<file path="src/rtl/hft_zero_plus.sv">
// hft_zero_plus: single-shot market-making decision engine with an
// ap_start/ap_done/ap_idle/ap_ready block-level handshake.
//
// Ports:
//   ap_clk, ap_rst            clock, synchronous active-high reset
//   ap_start                  start request, sampled only in IDLE
//   ap_done                   one-cycle pulse, decision outputs valid
//   ap_idle, ap_ready         high in IDLE
//   best_bid_price/qty        top-of-book bid (cents / size)
//   best_ask_price/qty        top-of-book ask (cents / size)
//   bid_queue_strong          nonzero = strong bid queue
//   ask_queue_strong          nonzero = strong ask queue
//   current_position          signed inventory
//   last_fill_price/side      previous fill (price 0 = none; side 0/1/2)
//   action, price, quantity   registered decision (0 none, 1 buy, 2 sell)
module hft_zero_plus #(
    parameter int unsigned ORDER_QTY  = 10,
    parameter int unsigned MAX_POS    = 100,
    parameter int unsigned MIN_SPREAD = 2,
    parameter int unsigned TICK       = 1
) (
    input  logic        ap_clk,
    input  logic        ap_rst,
    input  logic        ap_start,
    output logic        ap_done,
    output logic        ap_idle,
    output logic        ap_ready,
    input  logic [31:0] best_bid_price,
    input  logic [31:0] best_ask_price,
    input  logic [31:0] best_bid_qty,
    input  logic [31:0] best_ask_qty,
    input  logic [31:0] bid_queue_strong,
    input  logic [31:0] ask_queue_strong,
    input  logic [31:0] current_position,
    input  logic [31:0] last_fill_price,
    input  logic [31:0] last_fill_side,
    output logic [31:0] action,
    output logic [31:0] price,
    output logic [31:0] quantity
);

    typedef enum logic [1:0] {
        S_IDLE,
        S_CAPTURE,
        S_COMPUTE,
        S_DONE
    } state_t;

    localparam logic [31:0]        QTY32    = 32'(ORDER_QTY);
    localparam logic [31:0]        TICK32   = 32'(TICK);
    localparam logic [31:0]        SPREAD32 = 32'(MIN_SPREAD);
    localparam logic signed [32:0] QTY_S    = 33'(ORDER_QTY);
    localparam logic signed [32:0] MAX_S    = 33'(MAX_POS);

    state_t state;

    // Captured snapshot; book quantities are captured for completeness but
    // do not influence the decision.
    logic [31:0] c_bid, c_ask, c_bid_qty, c_ask_qty;
    logic [31:0] c_pos, c_lfp, c_lfs;
    logic        c_bstr, c_astr;

    logic [31:0]        spread, buy_px, sell_px, long_qty, short_qty;
    logic signed [32:0] pos_s, neg_pos;
    logic               invalid;
    logic [31:0]        n_action, n_price, n_qty;

    assign ap_idle  = (state == S_IDLE);
    assign ap_ready = (state == S_IDLE);
    assign ap_done  = (state == S_DONE);

    always_comb begin
        spread    = c_ask - c_bid;
        buy_px    = c_bid + TICK32;
        sell_px   = c_ask - TICK32;
        // 33-bit signed view of the position: +/- ORDER_QTY and negation
        // cannot overflow even at the 32-bit extremes.
        pos_s     = {c_pos[31], c_pos};
        neg_pos   = -pos_s;
        long_qty  = (pos_s < QTY_S) ? c_pos : QTY32;
        short_qty = (neg_pos < QTY_S) ? neg_pos[31:0] : QTY32;
        invalid   = (c_bid == '0) || (c_ask == '0) || (c_ask <= c_bid) ||
                    (spread < SPREAD32);

        n_action = '0;
        n_price  = '0;
        n_qty    = '0;
        if (!invalid) begin
            if (c_bstr && !c_astr && (pos_s + QTY_S <= MAX_S)) begin
                n_action = 32'd1;
                n_price  = buy_px;
                n_qty    = QTY32;
            end else if (c_astr && !c_bstr && (pos_s - QTY_S >= -MAX_S)) begin
                n_action = 32'd2;
                n_price  = sell_px;
                n_qty    = QTY32;
            end else if (pos_s > 33'sd0) begin
                // Do not unwind a long below the price it was bought at.
                if (!((c_lfs == 32'd1) && (c_lfp != '0) && (sell_px < c_lfp))) begin
                    n_action = 32'd2;
                    n_price  = sell_px;
                    n_qty    = long_qty;
                end
            end else if (pos_s < 33'sd0) begin
                // Do not cover a short above the price it was sold at.
                if (!((c_lfs == 32'd2) && (c_lfp != '0) && (buy_px > c_lfp))) begin
                    n_action = 32'd1;
                    n_price  = buy_px;
                    n_qty    = short_qty;
                end
            end
        end
    end

    always_ff @(posedge ap_clk) begin
        if (ap_rst) begin
            state    <= S_IDLE;
            action   <= '0;
            price    <= '0;
            quantity <= '0;
        end else begin
            case (state)
                S_IDLE: begin
                    if (ap_start) state <= S_CAPTURE;
                end
                S_CAPTURE: begin
                    c_bid     <= best_bid_price;
                    c_ask     <= best_ask_price;
                    c_bid_qty <= best_bid_qty;
                    c_ask_qty <= best_ask_qty;
                    c_bstr    <= |bid_queue_strong;
                    c_astr    <= |ask_queue_strong;
                    c_pos     <= current_position;
                    c_lfp     <= last_fill_price;
                    c_lfs     <= last_fill_side;
                    state     <= S_COMPUTE;
                end
                S_COMPUTE: begin
                    action   <= n_action;
                    price    <= n_price;
                    quantity <= n_qty;
                    state    <= S_DONE;
                end
                default: state <= S_IDLE;
            endcase
        end
    end

endmodule

</file>
<file path="config.mk">
export PLATFORM = sky130hd
export DESIGN_NAME = hft_zero_plus
export DESIGN_NICKNAME = d
export VERILOG_FILES = /design/src/rtl/hft_zero_plus.sv
export SDC_FILE = /design/constraint.sdc
export NUM_CORES = 1
export LEC_CHECK = 0
export BUFFER_PORTS_ARGS = -buffer_cell sky130_fd_sc_hd__buf_2
export CAP_MARGIN = 10
export CORE_MARGIN = 2
export CORE_UTILIZATION = 35
export CTS_BUF_LIST = sky130_fd_sc_hd__clkbuf_8 sky130_fd_sc_hd__clkbuf_16
export CTS_CLUSTER_DIAMETER = 200
export DETAILED_ROUTE_END_ITERATION = 10
export PLACE_DENSITY = 0.63
export SETUP_SLACK_MARGIN = 0.2
export SLEW_MARGIN = 20
export SYNTH_ARGS = -nofsm -noshare
export SYNTH_HDL_FRONTEND = slang
export SYNTH_SLANG_ARGS = --single-unit
</file>
<file path="constraint.sdc">
create_clock -name ap_clk -period 10.9 [get_ports ap_clk]
set_input_delay 1.635 -clock ap_clk [delete_from_list [all_inputs] [get_ports ap_clk]]
set_output_delay 1.635 -clock ap_clk [all_outputs]
set_load 0.1 [all_outputs]
</file>
[After elaboration in Yosys (flattened, before gate mapping)]
Cells that the tools add are included.
Widths: inputs -> output; s select.
Operators by class
  multiply operators: 0
  add/subtract/negate cells: 6
  multiplexer cells: 25
  reductions and logical operators: 20
  equality and inequality tests: 6
  div/mod/pow operators: 0
  $lt $le $gt $ge: 10
  shift-type cells: 0
  bitwise gates (word level): 1
Operators by type and width (number)
  $mux 32: 20
  $logic_not 32->1: 2
  $reduce_or 32->1: 2
  $add 32x5->33 const B: 1
  $ge 33x8->1 const B: 1
  $le 33x8->1 const B: 1
  $lt 33x5->1 const B: 1
  $neg 32->33: 1
  $sub 32x5->33 const B: 1
  $add 32x1->32 const B: 1
  $eq 32x1->1 const B: 1
  $eq 32x2->1 const B: 1
  $gt 32x1->1 const B: 1
  $gt 32x32->1: 1
  $le 32x32->1: 1
  $lt 32x1->1 const B: 1
  $lt 32x2->1 const B: 1
  $lt 32x32->1: 1
  $lt 32x5->1 const B: 1
  $reduce_bool 32->1: 1
  $sub 32x1->32 const B: 1
  $sub 32x32->32: 1
  $logic_and 1x1->1: 8
  $pmux 2 s3: 1
  other kinds (10): 16
Storage, ports and cells
  bits of input ports: 291
  RAM bits: 0
  register bits: 260
  ROM bits: 0
  logic and storage cells: 79
  latch bits: 0
  memories kept: 0

[Logic depth before layout (Yosys ltp)]
Gate-level depths: netlist (run 1).
  depth in word-level cells: 9
  gate-level depth with buffers: 21
  mapped depth without buffers: 20

[Least setup slack after synthesis (run 1)]
Ideal clock, no wire load.
  kind: input -> register
  start: input ap_rst
  end: register c_ask[0], enable pin
  data required time: 10.192 ns
  data arrival time: 8.814 ns
  setup time: 0.708 ns
  setup slack: 1.378 ns
  cell stages on the path: 1
  path buffers: 0
  cell sequence: nor2b_1
Between the ends
  word-level cells in the longest chain between the ends: 2
Ends and longest elaborated chain
  start, declared: line 23  | input logic ap_rst,
  $not 1->1 (no line)
  $reduce_and 2->1 (no line)
  end signal, assigned: line 128  | c_ask <= best_ask_price;
  end, declared: line 59  | logic [31:0] c_bid, c_ask, c_bid_qty, c_ask_qty;
Every way passes these cells.
A chain may end at the register's enable or synchronous reset.

[Worst setup path after layout (run 1)]
  start: register c_bid[5]
  end: register quantity[30]
Between the ends
  word-level cells in the longest chain between the ends: 9
Ends and longest elaborated chain
  start, declared: line 59
  start signal, assigned: line 127  | c_bid <= best_bid_price;
  $add 32x1->32: line 74  | buy_px = c_bid + TICK32;
  $gt 32x32->1: line 106  | if (!((c_lfs == 32'd2) && (c_lfp != '0) && (buy_px > c_lfp))) begin
  $logic_and 1x1->1: line 106
  $mux 32: line 106
  $mux 32: line 104  | end else if (pos_s < 33'sd0) begin
  $mux 32: line 97  | end else if (pos_s > 33'sd0) begin
  $mux 32: line 93  | end else if (c_astr && !c_bstr && (pos_s - QTY_S >= -MAX_S)) begin
  $mux 32: line 89  | if (c_bstr && !c_astr && (pos_s + QTY_S <= MAX_S)) begin
  $mux 32 (*): line 88  | if (!invalid) begin
  end signal, assigned: line 141  | quantity <= n_qty;
  end, declared: line 39  | output logic [31:0] quantity
Every way passes the cells marked *; elsewhere a longest branch is shown, timed or not.

==> run_results.csv, run 1 <==
group,metric,value,unit
outcome,status,"completed",
sta,grt_setup_unrepaired,"false",
grt,grt_antenna_before_repair,7,
synth,synth_top_cell_by_area,"edfxtp_1",
sta,min_period,6770,ps
grt,grt_overflow,0,
grt,grt_use_total,21.6,%
synth,synth-edff-count,162,
sta,setup_violations,0,
place,gp_congestion,0.943,
grt,grt_max_degree,163,
power_and_ir_drop,power.density,179,nW/um^2
synth,netlist_area,16000,sq um
synth,synth.most_common_cell,"edfxtp_1",
synth,synth_area_per_cell,9.12,sq um
layout,area.growth.synth_to_final,17.0,%
floorplanning,initial_core_util,35.4,%
route,wire_per_inst,20.3,microns
synth,ys_seq_elements,230,
floorplanning,dieArea,47500,sq um
critical_path,critical_path_class,"reg2reg",
route,drt_first_pass_iters,6,
place,io_buffers,295,
layout,fin_nets,2406,
floorplanning,dieWidth,218,microns
floorplanning,core-area,45300,sq um
cts,h-tree-depth,1,
layout,drive_above_1_share,19.1,%
place,dp_hpwl,41500,microns
critical_path,end_kind,"flip-flop",
cts,cts_resized,0,
sta,finalSetupTns,0,ps
floorplanning,fp.dieH,218,microns
power_and_ir_drop,p_leak,7.65,nW
synth,synth_ff_type,"edfxtp_1",
synth,yosysWarnings,0,
cts,cts_setup_buffers,0,
cts,clock_path_buffers,3,
synth,ys_seq_area_share,38.8,%
cts,path_clk_slew,60,ps
cts,clock-sinks,230,
synth,yosys-top-cells-area,"edfxtp_1, ha_1, dfxtp_1",
route,drt-total-wl,53400,microns
critical_path,critPathArrivalTime,7270,ps
sta,skew,15.5,ps
sta,fin_crit_sh,62.1,%
sta,slew_headroom,24.9,%
cts,cts-root-buf,"clkbuf_16",
power_and_ir_drop,peakVddDrop,0.000242,V
cts,clock_latency,570,ps
min_path,hp-class,"reg2reg",
floorplanning,num_rows,78,
cts,cts_tree,"built",
synth,ys_top_cells_by_count,"edfxtp_1, inv_1, nand2_1",
sta,holdWs,460,ps
route,vias_per_cell,5.59,
synth,synthArstFlopShare,0,%
route,ant_nets,0,
critical_path,start_kind,"flip-flop",
sta,finalHoldViolations,0,
route,drc,0,
synth,syn_inst,1758,
sta,max_freq,0.148,GHz
synth,yosysTopAreaCellShare,30.3,%
layout,final_core_util,41.4,%
cts,cts_buffers,27,
grt,grt_first_pass_wirelength,79500,microns
critical_path,cp.required,11400,ps
synth,synthDistinctLibCells,88,
grt,grt_pass1_vias,13500,
critical_path,crit_fanout,38,
sta,worst_slew_pin_slew,1120,ps
floorplanning,top_level_ports,390,
route,vias,14700,
run,cap_violations,0,
sta,slew_violations,0,
route,initialDrtViolationCount,1262,
cts,cts_hold_buf,0,
flip-flops by register name, indices dropped and copies added, names as in the netlist:
| name | flops |
|---|---|
| c_lfs | 32 |
| quantity | 32 |
| c_bstr | 1 |
| c_bid | 32 |
| price | 32 |
| action | 2 |
| c_pos | 32 |
| c_ask | 32 |
| c_astr | 1 |
| c_lfp | 32 |
| state | 2 |
routing by layer:
metal / vias up / routed length, microns / global-route usage [%]
li1: 7023 / - / -
met1: 6929 / 24300 / 30.9
met2: 638 / 22700 / 32.3
met3: 85 / 4810 / 4.94
met4: 8 / 1440 / 6.33
met5: - / 57 / 0
worst max-delay path, stage by stage (launching register included):
cell and delay [ps]:
edfxtp_1 610, nand4_1 290, nor2_1 230, nand2_1 180
nor4_1 940, and4_1 370, nand4_1 130, xnor2_1 230
inv_1 80, ha_1 290, nand4_1 150, nor3_1 600
nand4_1 190, nand4b_1 150, a32oi_1 310, a21o_1 320
nor3_4 500, buf_4 470, nand3_1 120, a31oi_1 330
a22o_1 170
cell families after synthesis:
| logic type | share of synthesized area, % |
|---|---|
| buf+inv | 7.68 |
| xor+xnor | 5.03 |
| simple gates | 19.8 |
| fa+ha+maj | 8.79 |
| mux | 1.04 |
| other cells | 0.0234 |
| compound gates | 18.8 |
| flops | 38.8 |
final cells by class:
cell class	count	area, sq um
fillers	4520	26500
repair buffers	306	1570
inverters	160	601
clock inverters	16	76.3
multi-input cells	1278	8720
clock buffers	34	806
well taps	600	751
diodes	3	7.51
flip-flops and latches	230	6230
final timing paths:
kind | slack [ps] | depth (start not counted) | to | startpoint
setup reg to reg | 4130 | 20 | quantity[30]$_SDFFE_PP0P_ | c_bid[5]$_DFFE_PP_
hold / removal | 460 | 2 | action[0]$_SDFFE_PP0P_ | action[0]$_SDFFE_PP0P_
hold reg to reg | 460 | 2 | action[0]$_SDFFE_PP0P_ | action[0]$_SDFFE_PP0P_
setup / recovery | 4130 | 20 | quantity[30]$_SDFFE_PP0P_ | c_bid[5]$_DFFE_PP_
where the power goes:
group | internal [mW] | switching [mW] | leakage (nW) | total, mW
Combinational | 0.378 | 0.869 | 5.15 | 1.25
Clock | 0.518 | 0.361 | 0.477 | 0.879
Sequential | 1.09 | 0.151 | 2.03 | 1.24
metrics by stage:
stage / setup WS [ps] / total power, mW / instances / area (sq um)
floorplan: 1380 / 2.17 / 1787 / 16100
global placement: 4510 / 2.47 / 2574 / 17900
detailed placement: 4410 / 2.49 / 2574 / 17900
CTS: 4360 / 3.38 / 2624 / 18700
global route: 3860 / 3.55 / 2624 / 18700
finish: 4130 / 3.37 / 2627 / 18800
placed cells by master (no fill, tap or decap), types with 60 or more instances in the layout:
master	count
buf_2	295
inv_1	170
edfxtp_1	162
nand2_1	131
ha_1	111
a21oi_1	105
nor2_1	91
dfxtp_1	68
a22o_1	65
nor4_1	63
xnor2_1	60
No activity file was read; power rests on OpenSTA's default activity.
==> run 2, diff against run 1 <==
- ABC_AREA: unset -> 1
- PLACE_DENSITY: 0.63 -> 0.62
- clock period: 10.9 -> 6.91 ns (I/O delays scaled with it)
==> run 2 against run 1 <==
Net effect:
- register-to-register slack got worse by 2500 ps
- die area is 17% higher
- core utilization fell by 0.43 points
- synthesized cell count up 59%
- area after synthesis rose by 17%
- clock-buffer cell count shrank 7
- highest routed layer is now met4
==> run_results.csv, run 2 <==
group,metric,value,unit
sta,max_freq,0.190,GHz
synth,ys_seq_elements,230,
route,wire_per_inst,17.5,microns
sta,min_period,5250,ps
floorplanning,initial_core_util,35.6,%
layout,fill_cells,5676,
sta,slew_violations,0,
layout,area.growth.synth_to_final,15.3,%
floorplanning,top_level_ports,390,
floorplanning,num_rows,84,
sta,grt_setup_unrepaired,"false",
cts,cts_setup_buffers,0,
critical_path,end_kind,"flip-flop",
synth,synthDistinctLibCells,50,
synth,syn_inst,2800,
run,cap_violations,0,
sta,worst_slew_pin_slew,1040,ps
cts,clock-sinks,230,
critical_path,cp.required,7390,ps
sta,finalSetupTns,0,ps
synth,yosysTopAreaCellShare,25.9,%
critical_path,start_kind,"flip-flop",
synth,synth-edff-count,162,
layout,final_cell_mix,"nand2_1, inv_1, buf_2",
synth,synthArstFlopShare,0,%
route,drc,0,
cts,h-tree-depth,1,
cts,path_clk_slew,60,ps
grt,grt_antenna_before_repair,1,
sta,holdWs,460,ps
layout,seqCellArea,6230,sq um
route,vias,18600,
sta,setup_violations,0,
synth,synth.most_common_cell,"nand2_1",
critical_path,critical_path_class,"reg2reg",
route,vias_per_cell,4.95,
cts,cts-root-buf,"clkbuf_16",
layout,final_area,21700,sq um
sta,fin_crit_sh,76.0,%
synth,yosysWarnings,0,
grt,grt_overflow,0,
critical_path,crit_fanout,18,
route,ant_nets,0,
synth,netlist_area,18800,sq um
place,postPlaceCellArea,20700,sq um
grt,grt_use_total,23.0,%
sta,skew,14.8,ps
grt,grt_first_pass_wirelength,99800,microns
cts,cts_hold_buf,0,
route,drt_first_pass_iters,5,
floorplanning,dieArea,55600,sq um
cts,cts_buffers,26,
synth,ys_seq_area_share,33.1,%
grt,grt_pass1_vias,17300,
synth,synth_area_per_cell,6.71,sq um
place,dp_hpwl,51900,microns
place,gp_congestion,1.01,
grt,grt_max_degree,118,
cts,clock_latency,560,ps
synth,synth_ff_type,"edfxtp_1",
layout,fin_nets,3448,
layout,layout_commonest_cell,"nand2_1",
synth,ys_top_cells_by_count,"nand2_1, inv_1, nor2_1",
cts,cts_tree,"built",
critical_path,critPathArrivalTime,5740,ps
floorplanning,fp.dieH,236,microns
layout,drive_above_1_share,13.4,%
floorplanning,core-area,52900,sq um
route,initialDrtViolationCount,1716,
layout,multi_input_area,10700,sq um
sta,finalHoldViolations,0,
floorplanning,dieWidth,236,microns
min_path,hp-class,"reg2reg",
outcome,status,"completed",
cts,cts_resized,0,
place,io_buffers,295,
cts,clock_path_buffers,3,
synth,synth_top_cell_by_area,"edfxtp_1",
power_and_ir_drop,p_leak,10.4,nW
route,drt-total-wl,65800,microns
power_and_ir_drop,power,5.89,mW
power_and_ir_drop,power.density,272,nW/um^2
power_and_ir_drop,peakVddDrop,0.000281,V
sta,slew_headroom,30.3,%
synth,yosys-top-cells-area,"edfxtp_1, nand2_1, ha_1",
==> run 2: cell count changes in the layout (fill, tap and decap cells not counted), moves of 37 or more <==
cell,delta
xnor2_1,-55
inv_1,+188
nand3_1,+205
a22o_1,-65
xor2_1,+78
nor2_1,+192
nand2_1,+800
o22ai_1,-37
==> run 2: path summary, 6_finish.rpt <==
path	endpoint	slack, ps	start	cells past startpoint
max	quantity[6]$_SDFFE_PP0P_	1660	c_bid[0]$_DFFE_PP_	19
min	quantity[16]$_SDFFE_PP0P_	460	quantity[16]$_SDFFE_PP0P_	2
max reg2reg	quantity[6]$_SDFFE_PP0P_	1660	c_bid[0]$_DFFE_PP_	19
min reg2reg	quantity[16]$_SDFFE_PP0P_	460	quantity[16]$_SDFFE_PP0P_	2
==> run 2: report_power, final <==
group	switching, mW	internal (mW)	total, mW
clock	0.607	0.971	1.58
sequential	0.231	1.72	1.95
combinational	1.73	0.636	2.36
total	2.56	3.33	5.89
==> run 2: area by class of cell <==
type                            count  area share [%]
Multi-Input combinational cell   2115            49.2
Sequential cell                   230            28.7
Timing Repair Buffer              306            7.25
Inverter                          366            6.34
Tap cell                          688            3.97
Clock buffer                       27            3.12
Clock inverter                     21            1.36
Antenna cell                        1          0.0115
==> run 2: through the flow <==
| stage | worst slack (ps) | utilization (%) | std cells |
|---|---|---|---|
| 2_1_floorplan | 852 | - | 2829 |
| 3_3_place_gp | 1850 | 39.2 | 3705 |
| 3_5_place_dp | 1820 | 39.2 | 3705 |
| 4_1_cts | 1760 | 41.0 | 3753 |
| 5_1_grt | 1250 | 41.0 | 3754 |
| 6_report | 1660 | 41.0 | 3754 |
==> run 2: metal layers <==
| metal | vias up | wire length, microns | global-route usage (%) |
|---|---|---|---|
| li1 | 9422 | - | - |
| met1 | 8444 | 29800 | 31.5 |
| met2 | 634 | 29500 | 37.3 |
| met3 | 100 | 4300 | 3.38 |
| met4 | 0 | 2200 | 7.16 |
| met5 | - | 0 | 0 |
==> run 2: logic make-up (layout without fill, tap and decap cells) <==
kind of cell               after synthesis  after routing  synth area share [%]
AOI/OAI and AO/OA                      198            198                  5.44
other                                    1             31                0.0200
xor gates and xnor gates               115            115                  5.36
buffers and inverters                  484            720                  10.8
and+or+nand+nor                       1660           1660                  37.8
DFF                                    230            230                  33.1
adders and majority gates              112            112                  7.50
==> run 2: critical path, cell delays in order (launching register included) <==
cell and delay [ps]:
edfxtp_1 470, ha_1 240, nand2_1 140, nor2_1 280
nand2_1 190, nor2_1 170, nand3_1 120, nor2_1 150
xor2_1 330, ha_1 190, nand4_1 110, nor4_1 650
nand4_1 170, nand3_1 150, nand3_1 80, inv_1 530
nand2_2 420, o21ai_0 480, nand3_1 140, a21oi_1 150
